**config.mk**
```make
export PLATFORM = sky130hd
export DESIGN_NAME = attendant_call_dispatcher
export DESIGN_NICKNAME = d
export VERILOG_FILES = /design/src/rtl/attendant_call_dispatcher.sv
export SDC_FILE = /design/constraint.sdc
export NUM_CORES = 1
export LEC_CHECK = 0
export CORE_ASPECT_RATIO = 0.8
export CORE_MARGIN = 10
export CORE_UTILIZATION = 45
export CTS_CLUSTER_SIZE = 40
export DETAILED_ROUTE_END_ITERATION = 8
export DONT_BUFFER_PORTS = 1
export GPL_TIMING_DRIVEN = 0
export PLACE_DENSITY = 0.7
export SYNTH_ARGS = -nofsm -noshare
export SYNTH_HDL_FRONTEND = slang
export SYNTH_SLANG_ARGS = --single-unit
```
**constraint.sdc**
```tcl
create_clock -name clk -period 3 [get_ports clk]
set_input_delay 0.6 -clock clk [delete_from_list [all_inputs] [get_ports clk]]
set_output_delay 0.6 -clock clk [all_outputs]
set_load 0.005 [all_outputs]
```
**src/rtl/attendant_call_dispatcher.sv**
```systemverilog
// Attendant-station call dispatcher: queues rising seat call lights in arrival order,
// presents the oldest one, pulses the seat's clear line on acknowledge and flags slow service.
module attendant_call_dispatcher #(
  parameter int unsigned NUM_SEATS  = 8,
  parameter int unsigned SEAT_W     = 3,
  parameter int unsigned DEPTH      = 4,
  parameter int unsigned ESC_CYCLES = 1000
) (
  input  logic                     clk,
  input  logic                     reset,
  input  logic [NUM_SEATS-1:0]     seat_call,
  input  logic                     ack,
  output logic [NUM_SEATS-1:0]     seat_clear,
  output logic                     pending,
  output logic [SEAT_W-1:0]        current_seat,
  output logic [$clog2(DEPTH):0]   pending_count,
  output logic                     escalate
);

  localparam int unsigned PTR_W   = $clog2(DEPTH);
  localparam int unsigned CNT_W   = PTR_W + 1;
  localparam int unsigned TIMER_W = $clog2(ESC_CYCLES + 1);
  localparam logic [TIMER_W-1:0] ESC_MAX = TIMER_W'(ESC_CYCLES);
  localparam logic [TIMER_W-1:0] ESC_THR = TIMER_W'(ESC_CYCLES - 1);
  localparam logic [CNT_W-1:0]   FULL    = CNT_W'(DEPTH);

  typedef enum logic [1:0] {IDLE, PRESENT, CLEAR, SKIP} state_t;

  state_t                state_q, state_d;
  logic [NUM_SEATS-1:0]  seat_call_prev_q, seat_call_prev_d;
  logic                  ack_sync_q, ack_sync_d;
  logic                  ack_prev_q, ack_prev_d;
  logic [NUM_SEATS-1:0]  req_q, req_d;
  logic [NUM_SEATS-1:0]  queued_q, queued_d;
  logic [SEAT_W-1:0]     mem_q [DEPTH];
  logic [SEAT_W-1:0]     mem_d [DEPTH];
  logic [PTR_W-1:0]      wr_ptr_q, wr_ptr_d;
  logic [PTR_W-1:0]      rd_ptr_q, rd_ptr_d;
  logic [CNT_W-1:0]      count_q, count_d;
  logic [TIMER_W-1:0]    timer_q, timer_d;

  logic [NUM_SEATS-1:0]  rise;
  logic                  ack_rise;
  logic                  push, pop;
  logic [SEAT_W-1:0]     push_seat;
  logic [SEAT_W-1:0]     head;

  always_comb begin
    seat_call_prev_d = seat_call;
    ack_sync_d       = ack;
    ack_prev_d       = ack_sync_q;
    state_d          = state_q;
    queued_d         = queued_q;
    mem_d            = mem_q;
    wr_ptr_d         = wr_ptr_q;
    rd_ptr_d         = rd_ptr_q;
    timer_d          = timer_q;
    push             = 1'b0;
    push_seat        = '0;
    seat_clear       = '0;

    head     = mem_q[rd_ptr_q];
    rise     = seat_call & ~seat_call_prev_q;
    ack_rise = ack_sync_q & ~ack_prev_q;
    pop      = (state_q == CLEAR) || (state_q == SKIP);

    // Lowest-index flagged seat wins; flags simply hold while the queue is full.
    if (count_q != FULL) begin
      for (int unsigned i = 0; i < NUM_SEATS; i++) begin
        if (req_q[i] && !push) begin
          push      = 1'b1;
          push_seat = SEAT_W'(i);
        end
      end
    end

    req_d = (req_q | (rise & ~queued_q)) & seat_call;

    if (pop) begin
      queued_d[head] = 1'b0;
      rd_ptr_d       = rd_ptr_q + PTR_W'(1);
    end
    if (push) begin
      req_d[push_seat]    = 1'b0;
      queued_d[push_seat] = 1'b1;
      mem_d[wr_ptr_q]     = push_seat;
      wr_ptr_d            = wr_ptr_q + PTR_W'(1);
    end
    count_d = count_q + CNT_W'(push) - CNT_W'(pop);

    unique case (state_q)
      IDLE: begin
        timer_d = '0;
        if (count_q != '0) state_d = PRESENT;
      end
      PRESENT: begin
        if (timer_q != ESC_MAX) timer_d = timer_q + TIMER_W'(1);
        if (!seat_call[head]) state_d = SKIP;
        else if (ack_rise)    state_d = CLEAR;
      end
      CLEAR, SKIP: begin
        timer_d = '0;
        state_d = (count_d != '0) ? PRESENT : IDLE;
      end
      default: state_d = IDLE;
    endcase

    if (state_q == CLEAR) seat_clear[head] = 1'b1;
    pending       = (state_q != IDLE);
    current_seat  = pending ? head : '0;
    pending_count = count_q;
    escalate      = (state_q == PRESENT) && (timer_q >= ESC_THR);
  end

  always_ff @(posedge clk) begin
    if (reset) begin
      state_q          <= IDLE;
      seat_call_prev_q <= '0;
      ack_sync_q       <= 1'b0;
      ack_prev_q       <= 1'b0;
      req_q            <= '0;
      queued_q         <= '0;
      wr_ptr_q         <= '0;
      rd_ptr_q         <= '0;
      count_q          <= '0;
      timer_q          <= '0;
      for (int unsigned i = 0; i < DEPTH; i++) mem_q[i] <= '0;
    end else begin
      state_q          <= state_d;
      seat_call_prev_q <= seat_call_prev_d;
      ack_sync_q       <= ack_sync_d;
      ack_prev_q       <= ack_prev_d;
      req_q            <= req_d;
      queued_q         <= queued_d;
      wr_ptr_q         <= wr_ptr_d;
      rd_ptr_q         <= rd_ptr_d;
      count_q          <= count_d;
      timer_q          <= timer_d;
      mem_q            <= mem_d;
    end
  end

endmodule

```
== Yosys cells after proc, flatten, opt, wreduce, memory -nomap -nowiden ==
Index checks and enable logic that the tools add are counted.

* Bits in registers: 57
* Bits of input ports: 11
* Logic and storage cells: 124
* Output and inout bits: 16
* RAM bits: 0
* Memories: 0
* Latch bits: 0
* Bits in read-only memories: 0

* Equal/unequal tests: 8
* Multipliers: 0
* Magnitude comparators: 8
* Multiplexer cells: 48
* $add $sub $neg: 5
* Reductions and logical operators: 26
* Bitwise gates (word level): 15
* Div/mod/pow operators: 0
* Shifts and indexed selects: 0

{| class="wikitable"
|+ Operator list
! cell !! number
|-
| $and A8 B8 Y8 || 5
|-
| $mux W3 || 11
|-
| $mux W8 || 4
|-
| $not A8 Y8 || 4
|-
| $mux W1 || 21
|-
| $pmux W10 S2 || 1
|-
| $or A8 B8 Y8 || 2
|-
| $bwmux W12 || 1
|-
| $logic_and A1 B1 Y1 || 11
|-
| $add A10 B1 Y10 const B || 1
|-
| $ge A10 B10 Y1 const B || 1
|-
| $mux W10 || 1
|-
| $ne A10 B10 Y1 const B || 1
|-
| $lt A3 B4 Y1 const B || 2
|-
| $logic_not A1 Y1 || 7
|-
| $bmux W3 S2 || 1
|-
| $demux W1 S3 || 2
|-
| $demux W3 S2 || 1
|-
| $ge A3 B1 Y1 const B || 2
|-
| $ge A3 B3 Y1 const B || 2
|-
| $mux W2 || 3
|-
| $ne A3 B3 Y1 const B || 2
|-
| $not A2 Y3 || 2
|-
| $pmux W2 S3 || 1
|-
| 17 further kinds || 21
|}

== Logic depth before layout (Yosys ltp) ==
Gate-level depths: netlist of run 1.

* Depth in word-level cells: 37
* Mapped depth: 11
* Depth with buffers taken out: 10

== Worst setup path before layout of run 1 ==
OpenSTA, ideal clock, no wires.

* Path kind: reg-to-reg
* Start point: register req_q[0]
* End point: register state_q[0]
* Path buffers: 1
* Arrival time: 2.497 ns
* Stages on the path, launching flop included: 12
* Path slack: 0.386 ns
* Period minus slack after synthesis: 2.614 ns
* Required time: 2.884 ns
* Library setup time: 0.116 ns
* Cell sequence: dfxtp_1 > nor4_1 > a31oi_1 > buf_2 > xor2_1 > ha_1 > inv_1 > fa_1 > xor2_1 > xnor2_1 > nand4b_1 > o211a_1

* Cells in the longest elaborated chain, start to end: 35

{| class="wikitable"
|+ Ends and longest elaborated chain
! item !! line !! source
|-
| from (decl) || 33 || <nowiki>logic [NUM_SEATS-1:0] req_q, req_d;</nowiki>
|-
| from (signal assigned) || 133 || <nowiki>req_q <= req_d;</nowiki>
|-
| $mux W1 (*) || 70 || <nowiki>if (req_q[i] && !push) begin</nowiki>
|-
| $mux W1 (*) || 68 || <nowiki>if (count_q != FULL) begin</nowiki>
|-
| $logic_not A1 Y1 || 70 ||
|-
| $logic_and A1 B1 Y1 || 70 ||
|-
| $mux W1 (*) || 70 ||
|-
| $mux W1 (*) || 68 ||
|-
| $logic_not A1 Y1 || 70 ||
|-
| $logic_and A1 B1 Y1 || 70 ||
|-
| (+19 left out) || - ||
|-
| $logic_and A1 B1 Y1 || 70 ||
|-
| $mux W1 (*) || 70 ||
|-
| $mux W1 (*) || 68 ||
|-
| $add A3 B1 Y3 (*) || 89 || <nowiki>count_d = count_q + CNT_W'(push) - CNT_W'(pop);</nowiki>
|-
| $sub A3 B1 Y3 (*) || 89 ||
|-
| $reduce_bool A3 Y1 (*) || 103 || <nowiki>state_d = (count_d != '0) ? PRESENT : IDLE;</nowiki>
|-
| $mux W1 (*) || 103 ||
|-
| $pmux W2 S3 (*) || 91 || <nowiki>unique case (state_q)</nowiki>
|-
| to (signal assigned) || 129 || <nowiki>state_q <= state_d;</nowiki>
|-
| to (decl) || 29 || <nowiki>state_t state_q, state_d;</nowiki>
|}

Mark *: on every way between the ends. The rest lies on a longest branch, timed or not. The select of a mux whose other input is x is not followed.
A chain may end at the register's enable or synchronous reset.

== Final worst setup path of run 1 ==
* Start point: register count_q[2] (netlist: pending_count[2])
* End point: register state_q[0]

* Cells in the longest elaborated chain, start to end: 7
* Elaborated cells between the ends (all ways): 10
* Classes of those cells: add/sub (2); eq/ne (2); mux (3); reduce/logical (3)

{| class="wikitable"
|+ Ends and longest elaborated chain
! item !! line !! source
|-
| from (decl) || 39 || <nowiki>logic [CNT_W-1:0] count_q, count_d;</nowiki>
|-
| from (signal assigned) || 137 || <nowiki>count_q <= count_d;</nowiki>
|-
| $ne A3 B3 Y1 || 68 ||
|-
| $mux W1 || 68 ||
|-
| $add A3 B1 Y3 || 89 ||
|-
| $sub A3 B1 Y3 || 89 ||
|-
| $reduce_bool A3 Y1 || 103 ||
|-
| $mux W1 || 103 ||
|-
| $pmux W2 S3 || 91 ||
|}

Parallel ways exist; a longest one is shown, timed or not.

==> results of run 1 <==
==> kinds of logic after synthesis <==
family / count (synthesis)
adder cells (fa/ha/maj): 8
buffers and inverters: 23
AND/OR/NAND/NOR: 125
multiplexers: 10
flip-flops: 57
AO/OA/AOI/OAI: 57
XOR/XNOR: 13
==> critical path: stages (launching register included) <==
cell	delay, ns
dfxtp_1	0.46
nor3b_2	0.46
a31oi_4	0.12
buf_2	0.24
xor2_1	0.15
ha_1	0.17
inv_1	0.05
fa_1	0.36
xor2_1	0.16
xnor2_1	0.21
nand4b_1	0.14
o211a_1	0.14
==> timing repair <==
action | in CTS | in global routing
pin swaps | 0 | 0
resized for setup | 2 | 3
endpoints found under the setup margin | 1 | 2
==> synthesized netlist by cell type (all sizes together) (2+ instances only) <==
cell type and count:
a211oi 2, a21oi 23, and2 2, and3 3
buf 2, clkbuf 9, dfxtp 57, ha 7
inv 12, mux2i 6, mux4 3, nand2 22
nand2b 5, nand3 2, nand3b 2, nand4 4
nand4b 2, nor2 52, nor2b 14, nor3 8
o2111ai 4, o211a 7, o211ai 2, o21ai 11
o21bai 2, o32ai 2, or2 2, xnor2 6
xor2 7
==> state kept, by name, indices dropped and copies added, names as in the netlist <==
signal            count
rd_ptr_q              2
seat_call_prev_q      8
ack_prev_q            1
req_q                 8
state_q               2
queued_q              8
wr_ptr_q              2
ack_prev_d            1
mem_q                12
pending_count         3
timer_q              10
==> layer usage <==
layer / vias to the layer above / wire, um / global-route usage
met5: - / 0 / 0
met4: 0 / 94 / 0.05970
met3: 10 / 607 / 0.05796
met2: 63 / 2617 / 0.2026
met1: 960 / 2707 / 0.1692
li1: 1030 / - / -
==> power groups by stage <==
stage / Combinational, W / Sequential (W) / Clock (W)
2_1_floorplan: 0.000678 / 0.000976 / 0
3_3_place_gp: 0.000831 / 0.00100 / 0
3_5_place_dp: 0.000845 / 0.00101 / 0
4_1_cts: 0.000872 / 0.000994 / 0.000641
5_1_grt: 0.00100 / 0.00102 / 0.000679
6_report: 0.000890 / 0.00100 / 0.000624
==> worst max path at each step <==
| stage | cells after the start | endpoint | startpoint |
|---|---|---|---|
| 3_5_place_dp | 11 | state_q[0]$_SDFFE_PP0P_ | req_q[0]$_SDFF_PP0_ |
| 6_report | 11 | state_q[0]$_SDFFE_PP0P_ | pending_count[2]$_SDFF_PP0_ |
| 2_1_floorplan | 11 | state_q[0]$_SDFFE_PP0P_ | req_q[0]$_SDFF_PP0_ |
| 3_3_place_gp | 11 | state_q[0]$_SDFFE_PP0P_ | pending_count[1]$_SDFF_PP0_ |
| 5_1_grt | 11 | state_q[0]$_SDFFE_PP0P_ | req_q[0]$_SDFF_PP0_ |
| 4_1_cts | 11 | state_q[0]$_SDFFE_PP0P_ | pending_count[2]$_SDFF_PP0_ |
==> cell type report <==
cell class | instances | share of cell area
multi-input cells | 213 | 0.4806
inverters | 12 | 0.01552
clock buffers | 13 | 0.05474
clock inverters | 3 | 0.005172
plain buffers | 11 | 0.01724
flip-flops and latches | 57 | 0.3931
well taps | 78 | 0.03362
==> through the flow <==
stage / cell area [um^2] / hold WS, ns
finish: 2903 / 0.3449
global route: 2903 / 0.3291
CTS: 2880 / 0.3293
detailed placement: 2694 / 0.4449
global placement: 2694 / 0.4416
floorplan: 2596 / 0.4289
==> flow_summary.yaml, run 1 <==
placed_design:
  dp_hpwl_um: 4476
  gp_congestion: 0.9672
  dpl.cell_count: 371
  place_ws_ns: -0.04518
  portBuffers: 0
sta:
  period_share: 0.9273
  finalSetupTns_ns: 0
  fin_ws_ns: 0.2181
  fmax_mhz: 359.5
  drv_slew: 0
  period_minus_slack_ns: 2.782
  worstMarginPinSlew_ns: 0.5148
  finClkSkew_ns: 0.005688
  slew_headroom: 0.6568
  hold_viol_final: 0
  rsz0062_at_grt: "no"
  setup_violations: 0
floorplan:
  start_util: 0.4699
  die_w_um: 104.9
  die_h_um: 87.94
  coreArea_mm2: 0.005525
  pin_count: 27
  dieArea_mm2: 0.009227
  rows: 24
cells_and_area:
  final_cell_mix: "dfxtp_1 (57), nor2_1 (52), a21oi_1 (23)"
  final_cells: 387
  fin_util: 0.5254
  fillers: 544
  drive_above_1_share: 0.08738
  area_growth_pct: 11.81
  final-seq-area_mm2: 0.001141
  layout_commonest_cell: "dfxtp_1"
  diodes: 0
  multi_input_area_mm2: 0.001395
  final_nets: 323
yosys:
  synth_compound_area_frac: 0.1508
  synthDistinctLibCells: 46
  synthMuxAreaShare: 0.05349
  syn-mean-instance-area_um2: 8.861
  synth_simple_gate_area_frac: 0.2342
  synth_top_family_by_area: "simple AND/OR/NAND/NOR gates"
  synth_top_area_cell: "dfxtp_1"
  synth-edff-count: 0
  synthXorXnorAreaFrac: 0.04386
  synth_nets: 312
  synth_seq_cells: 57
  synth.area.top_cells: "dfxtp_1 (44%), nor2_1 (7.5%), a21oi_1 (4.4%)"
  syn_area_mm2: 0.002596
  ys.flop_type: "dfxtp_1"
  ys_seq_area_frac: 0.4395
  synth_fa_ha_area_frac: 0.04145
  yosys_warnings: 0
  syn-instance-count: 293
  async_flop_share: 0
  netlist.area_leader.share: 0.4395
pwr:
  power_w: 0.002516
  seq_power_share: 0.398
  p_leak_nw: 1.125
  combPwrFrac: 0.354
  cell_internal_pwr_w: 0.001590
  swShare: 0.3679
  clkPwrFrac: 0.248
  power_density_mw_per_mm2: 866.7
  peakVddDrop_mv: 0.4996
  power_switching_w: 0.0009255
detailed_routing:
  first_iter_violations: 115
  drcViolationCount: 0
  dr.pass1.iters: 4
  dr_total_vias: 2063
  wire_per_inst_um: 15.57
  ant_nets: 0
  drt-total-wl_um: 6026
  vias_per_cell: 5.331
worst_hold_path:
  worstHoldStart: "reset"
  hold-path-endpoint: "seat_call_prev_q[5]$_SDFF_PP0_"
  min_path_type: "in -> reg"
  whs_path_depth: 1
run:
  maxCapViolCount: 0
worst_setup_path:
  worst-path-max-fanout: 10
  r2r_end: "state_q[0]$_SDFFE_PP0P_"
  crit_path_end_kind: "flip-flop"
  reg2reg_depth: 11
  r2r-start: "pending_count[2]$_SDFF_PP0_"
  crit_type: "reg -> reg"
  start_kind: "flip-flop"
  cp.required_ns: 3.23
  cp.arrival_ns: 3.01
  rrSetupSlack_ns: 0.22
clocking:
  numCtsBuffers: 9
  clk_path_buf_depth: 2
  cts_tree: "built"
  ctsHoldBuffers: 0
  cts_sinks: 57
  clockRootBuffer: "clkbuf_8"
  htree_levels: 3
  cts_setup_buffers: 0
  clk_latency_ns: 0.33
  clk_pin_slew_ns: 0.06
grt:
  grt_antenna_before_repair: 0
  grt_max_degree: 11
  grt_pass1_vias: 1971
  grt_use_total: 0.1361
  grt_pass1_wl_um: 9922
  overflow: 0
status:
  status: "finished, final reports clean"
No activity file was read; power rests on OpenSTA's default activity.
==> inputs of run 2 (changes only) <==
- CTS_BUF_LIST: not set -> sky130_fd_sc_hd__clkbuf_4 sky130_fd_sc_hd__clkbuf_8
- clock period: 3 -> 3.3 ns (I/O delays scaled with it)
==> flow_summary.yaml, run 2 (same netlist as run 1, synthesis figures left out) <==
worst_setup_path:
  r2r-start: "pending_count[2]$_SDFF_PP0_"
  cp.required_ns: 3.53
  crit_path_end_kind: "flip-flop"
  worst-path-max-fanout: 10
  start_kind: "flip-flop"
  cp.arrival_ns: 3.29
  slowest_stage: "nor3b_1"
  crit_type: "reg -> reg"
  worstSetupStartpoint: "pending_count[2]$_SDFF_PP0_"
  max_stage_delay_ns: 0.56
  cpMostUsedCell: "xor2_1"
  path_cells: "nor3b_1, a31oi_1, buf_2, xor2_1, ha_1, inv_1, fa_1, xor2_1, xnor2_1, nand4b_1, o211a_1"
grt:
  grt_max_degree: 11
  grt_use_total: 0.1361
  overflow: 0
  grt_pass1_vias: 1972
  grt_antenna_before_repair: 0
  grt_pass1_wl_um: 9929
placed_design:
  dp_hpwl_um: 4476
  gp_congestion: 0.9672
  portBuffers: 0
  place_ws_ns: 0.2548
sta:
  worstMarginPinSlew_ns: 0.6591
  drv_slew: 0
  finalSetupTns_ns: 0
  rsz0062_at_grt: "no"
  fin_ws_ns: 0.2376
  period_minus_slack_ns: 3.062
  period_share: 0.9280
  finClkSkew_ns: 0.005072
  slew_headroom: 0.5585
  setup_violations: 0
  hold_viol_final: 0
  fmax_mhz: 326.5
detailed_routing:
  drcViolationCount: 0
  vias_per_cell: 5.279
  ant_nets: 0
  first_iter_violations: 128
  dr_total_vias: 2043
  wire_per_inst_um: 15.42
  dr.pass1.iters: 4
  drt-total-wl_um: 5968
clocking:
  clk_path_buf_depth: 2
  cts_setup_buffers: 0
  clockRootBuffer: "clkbuf_8"
  clk_latency_ns: 0.34
  cts_tree: "built"
  clk_pin_slew_ns: 0.06
  numCtsBuffers: 9
  cts_sinks: 57
  htree_levels: 3
floorplan:
  pin_count: 27
  dieArea_mm2: 0.009227
  start_util: 0.4699
  coreArea_mm2: 0.005525
  die_w_um: 104.9
  rows: 24
  die_h_um: 87.94
cells_and_area:
  final_nets: 323
  area_growth_pct: 10.99
  drive_above_1_share: 0.08738
  diodes: 0
  final_cell_mix: "dfxtp_1 (57), nor2_1 (52), a21oi_1 (23)"
  fin_util: 0.5215
  top_regs: "mem_q (12), timer_q (10)"
  largest_reg_flops: 12
  layout_commonest_cell: "dfxtp_1"
  top_register: "mem_q"
pwr:
  p_leak_nw: 1.124
  power_density_mw_per_mm2: 791.5
  peakVddDrop_mv: 0.4728
worst_hold_path:
  min_path_type: "in -> reg"
  worstHoldStart: "reset"
status:
  status: "finished, final reports clean"
run:
  maxCapViolCount: 0
run 2: cell counts in the layout (fill, tap and decap cells not counted):
Identical to the previous run, type by type.
run 2: timing repair:
action                                  4_1_cts  5_1_grt
resized for setup                             0        1
hold buffers                                  0        0
hold endpoints to repair                      0        0
endpoints found under the setup margin        0        1
run 2: final timing paths:
| path | end | slack [ns] | cells past startpoint |
|---|---|---|---|
| min | seat_call_prev_q[5]$_SDFF_PP0_ | 0.40 | 1 |
| max reg2reg | state_q[0]$_SDFFE_PP0P_ | 0.24 | 11 |
| min reg2reg | mem_q[0]$_SDFFE_PP0P_ | 0.45 | 2 |
| max | state_q[0]$_SDFFE_PP0P_ | 0.24 | 11 |
run 2: cell type report:
type	count	area (um^2)
plain buffers	11	50.05
clock buffers	13	166.4
clock inverters	3	15.01
fillers	549	2644
inverters	12	45.04
multi-input cells	213	1366
flip-flops and latches	57	1141
well taps	78	97.59
run 2: power by group:
part,total [W],internal [W],switching (W)
sequential,0.000904,0.000804,0.0000999
combinational,0.000792,0.000321,0.000471
clock,0.000585,0.000326,0.000259
run 2: through the flow:
step                hold WS (ns)  std cells  power, W  cell area, um^2
floorplan                 0.4289        293  0.001504             2596
global placement          0.4416        371  0.001667             2694
detailed placement        0.4449        371  0.001685             2694
CTS                       0.3893        387  0.002289             2875
global route              0.3891        387  0.002447             2882
finish                    0.4016        387  0.002281             2882
run 2: worst max-delay path: cells and delay by family, from the launching register on:
family / cells / cell delay (ns)
AND/OR/NAND/NOR: 2 / 0.70
adder cells (fa/ha/maj): 2 / 0.54
XOR/XNOR: 3 / 0.52
flip-flops: 1 / 0.44
AO/OA/AOI/OAI: 2 / 0.42
buffers and inverters: 2 / 0.34
run 2: per-layer routing:
metal	track usage	vias up	routed length, um
met1	0.1679	939	2750
met2	0.2015	63	2545
met4	0.06095	0	97
met5	0	-	0
met3	0.06090	11	575
li1	-	1030	-
==> inputs of run 3 (changes only) <==
- CORE_UTILIZATION: 45 -> 30
- PLACE_DENSITY: 0.7 -> 0.54
==> flow_summary.yaml, run 3 (same netlist as run 1, synthesis figures left out) <==
worst_setup_path:
  max_stage_delay_ns: 0.55
  start_kind: "flip-flop"
  cp.arrival_ns: 3.29
  crit_type: "reg -> reg"
  crit_buf_inv: 2
  cp.required_ns: 3.52
  path_cells: "nor3b_2, a31oi_1, buf_2, xor2_1, ha_1, inv_1, fa_1, xor2_1, xnor2_1, nand4b_1, o211a_1"
  worst-path-max-fanout: 10
  crit_family: "compound AO/OA/AOI/OAI gates"
  cpMostUsedCell: "xor2_1"
  slowest_stage: "a31oi_1"
  crit_path_end_kind: "flip-flop"
clocking:
  clk_path_buf_depth: 2
  clockRootBuffer: "clkbuf_8"
  clk_pin_slew_ns: 0.06
  clk_latency_ns: 0.33
  cts_tree: "built"
  htree_levels: 3
  cts_sinks: 57
  numCtsBuffers: 9
  ctsHoldBuffers: 0
pwr:
  power_w: 0.002356
  p_leak_nw: 1.134
  power_density_mw_per_mm2: 799.2
  peakVddDrop_mv: 0.4203
floorplan:
  rows: 30
  pin_count: 27
  coreArea_mm2: 0.008446
  die_w_um: 124.0
  dieArea_mm2: 0.01280
  die_h_um: 103.2
  start_util: 0.3074
cells_and_area:
  final_cells: 421
  largest_reg_flops: 12
  final_cell_mix: "dfxtp_1 (57), nor2_1 (52), a21oi_1 (23)"
  diodes: 0
  area_growth_pct: 13.54
  top_register: "mem_q"
  fin_util: 0.3490
  final_nets: 323
  drive_above_1_share: 0.09061
  top_regs: "mem_q (12), timer_q (10)"
  layout_commonest_cell: "dfxtp_1"
grt:
  grt_pass1_wl_um: 9949
  grt_antenna_before_repair: 0
  grt_max_degree: 11
  overflow: 0
  grt_use_met3: 0.03961
  grt_use_total: 0.1013
  grt_pass1_vias: 1963
  grt_use_met1: 0.1279
  grt-busiest-layer: "met2"
  grtUsageMet2: 0.1558
placed_design:
  dp_hpwl_um: 4880
  dpl.cell_count: 405
  place_ws_ns: 0.1929
  portBuffers: 0
  gp_congestion: 0.8429
detailed_routing:
  drcViolationCount: 0
  first_iter_violations: 172
  wire_per_inst_um: 15.16
  ant_nets: 0
  drt-total-wl_um: 6381
  vias_per_cell: 4.829
  dr_total_vias: 2033
  dr.pass1.iters: 4
status:
  status: "finished, final reports clean"
sta:
  period_share: 0.9293
  fmax_mhz: 326.1
  hold_viol_final: 0
  worstMarginPinSlew_ns: 0.6977
  period_minus_slack_ns: 3.067
  fin_ws_ns: 0.2333
  setup_violations: 0
  finalSetupTns_ns: 0
  finClkSkew_ns: 0.008637
  rsz0062_at_grt: "no"
  slew_headroom: 0.5327
  drv_slew: 0
worst_hold_path:
  min_path_type: "in -> reg"
run:
  maxCapViolCount: 0
-- run 3: layout make-up --
cell class | count | area [um^2]
flip-flops and latches | 57 | 1141
fillers | 883 | 5498
clock inverters | 3 | 40.04
multi-input cells | 213 | 1371
plain buffers | 11 | 50.05
inverters | 12 | 45.04
well taps | 112 | 140.1
clock buffers | 13 | 160.2
-- run 3: metal layers --
| metal | share of wire | routed length, um | vias up |
|---|---|---|---|
| li1 | - | - | 1031 |
| met1 | 0.49 | 3101 | 963 |
| met2 | 0.46 | 2935 | 37 |
| met3 | 0.049 | 314 | 2 |
| met4 | 0.0045 | 29 | 0 |
| met5 | 0 | 0 | - |
-- run 3: per-stage QoR --
step | instance area, um^2 | hold slack [ns]
floorplan | 2596 | 0.4289
global placement | 2736 | 0.4427
detailed placement | 2736 | 0.4516
CTS | 2937 | 0.4060
global route | 2948 | 0.4065
finish | 2948 | 0.4178
-- run 3: power by group --
part / switching [W] / internal (W) / total, W / leakage, nW
sequential: 0.0000985 / 0.000804 / 0.000902 / 0.467
clock: 0.000262 / 0.000392 / 0.000654 / 0.108
combinational: 0.000478 / 0.000321 / 0.000799 / 0.559
total: 0.000839 / 0.00152 / 0.00236 / 1.13
-- run 3: what timing repair did --
action / 4_1_cts / 5_1_grt
gates resized for setup: 0 / 2
endpoints found under the setup margin: 0 / 1
setup buffers: 0 / 0
-- run 3: final timing paths --
check,start,endpoint,slack [ns],depth (start not counted)
min reg2reg,mem_q[7]$_SDFFE_PP0P_,mem_q[7]$_SDFFE_PP0P_,0.46,2
max reg2reg,pending_count[1]$_SDFF_PP0_,state_q[0]$_SDFFE_PP0P_,0.23,11
max,pending_count[1]$_SDFF_PP0_,state_q[0]$_SDFFE_PP0P_,0.23,11
min,reset,seat_call_prev_q[5]$_SDFF_PP0_,0.42,1
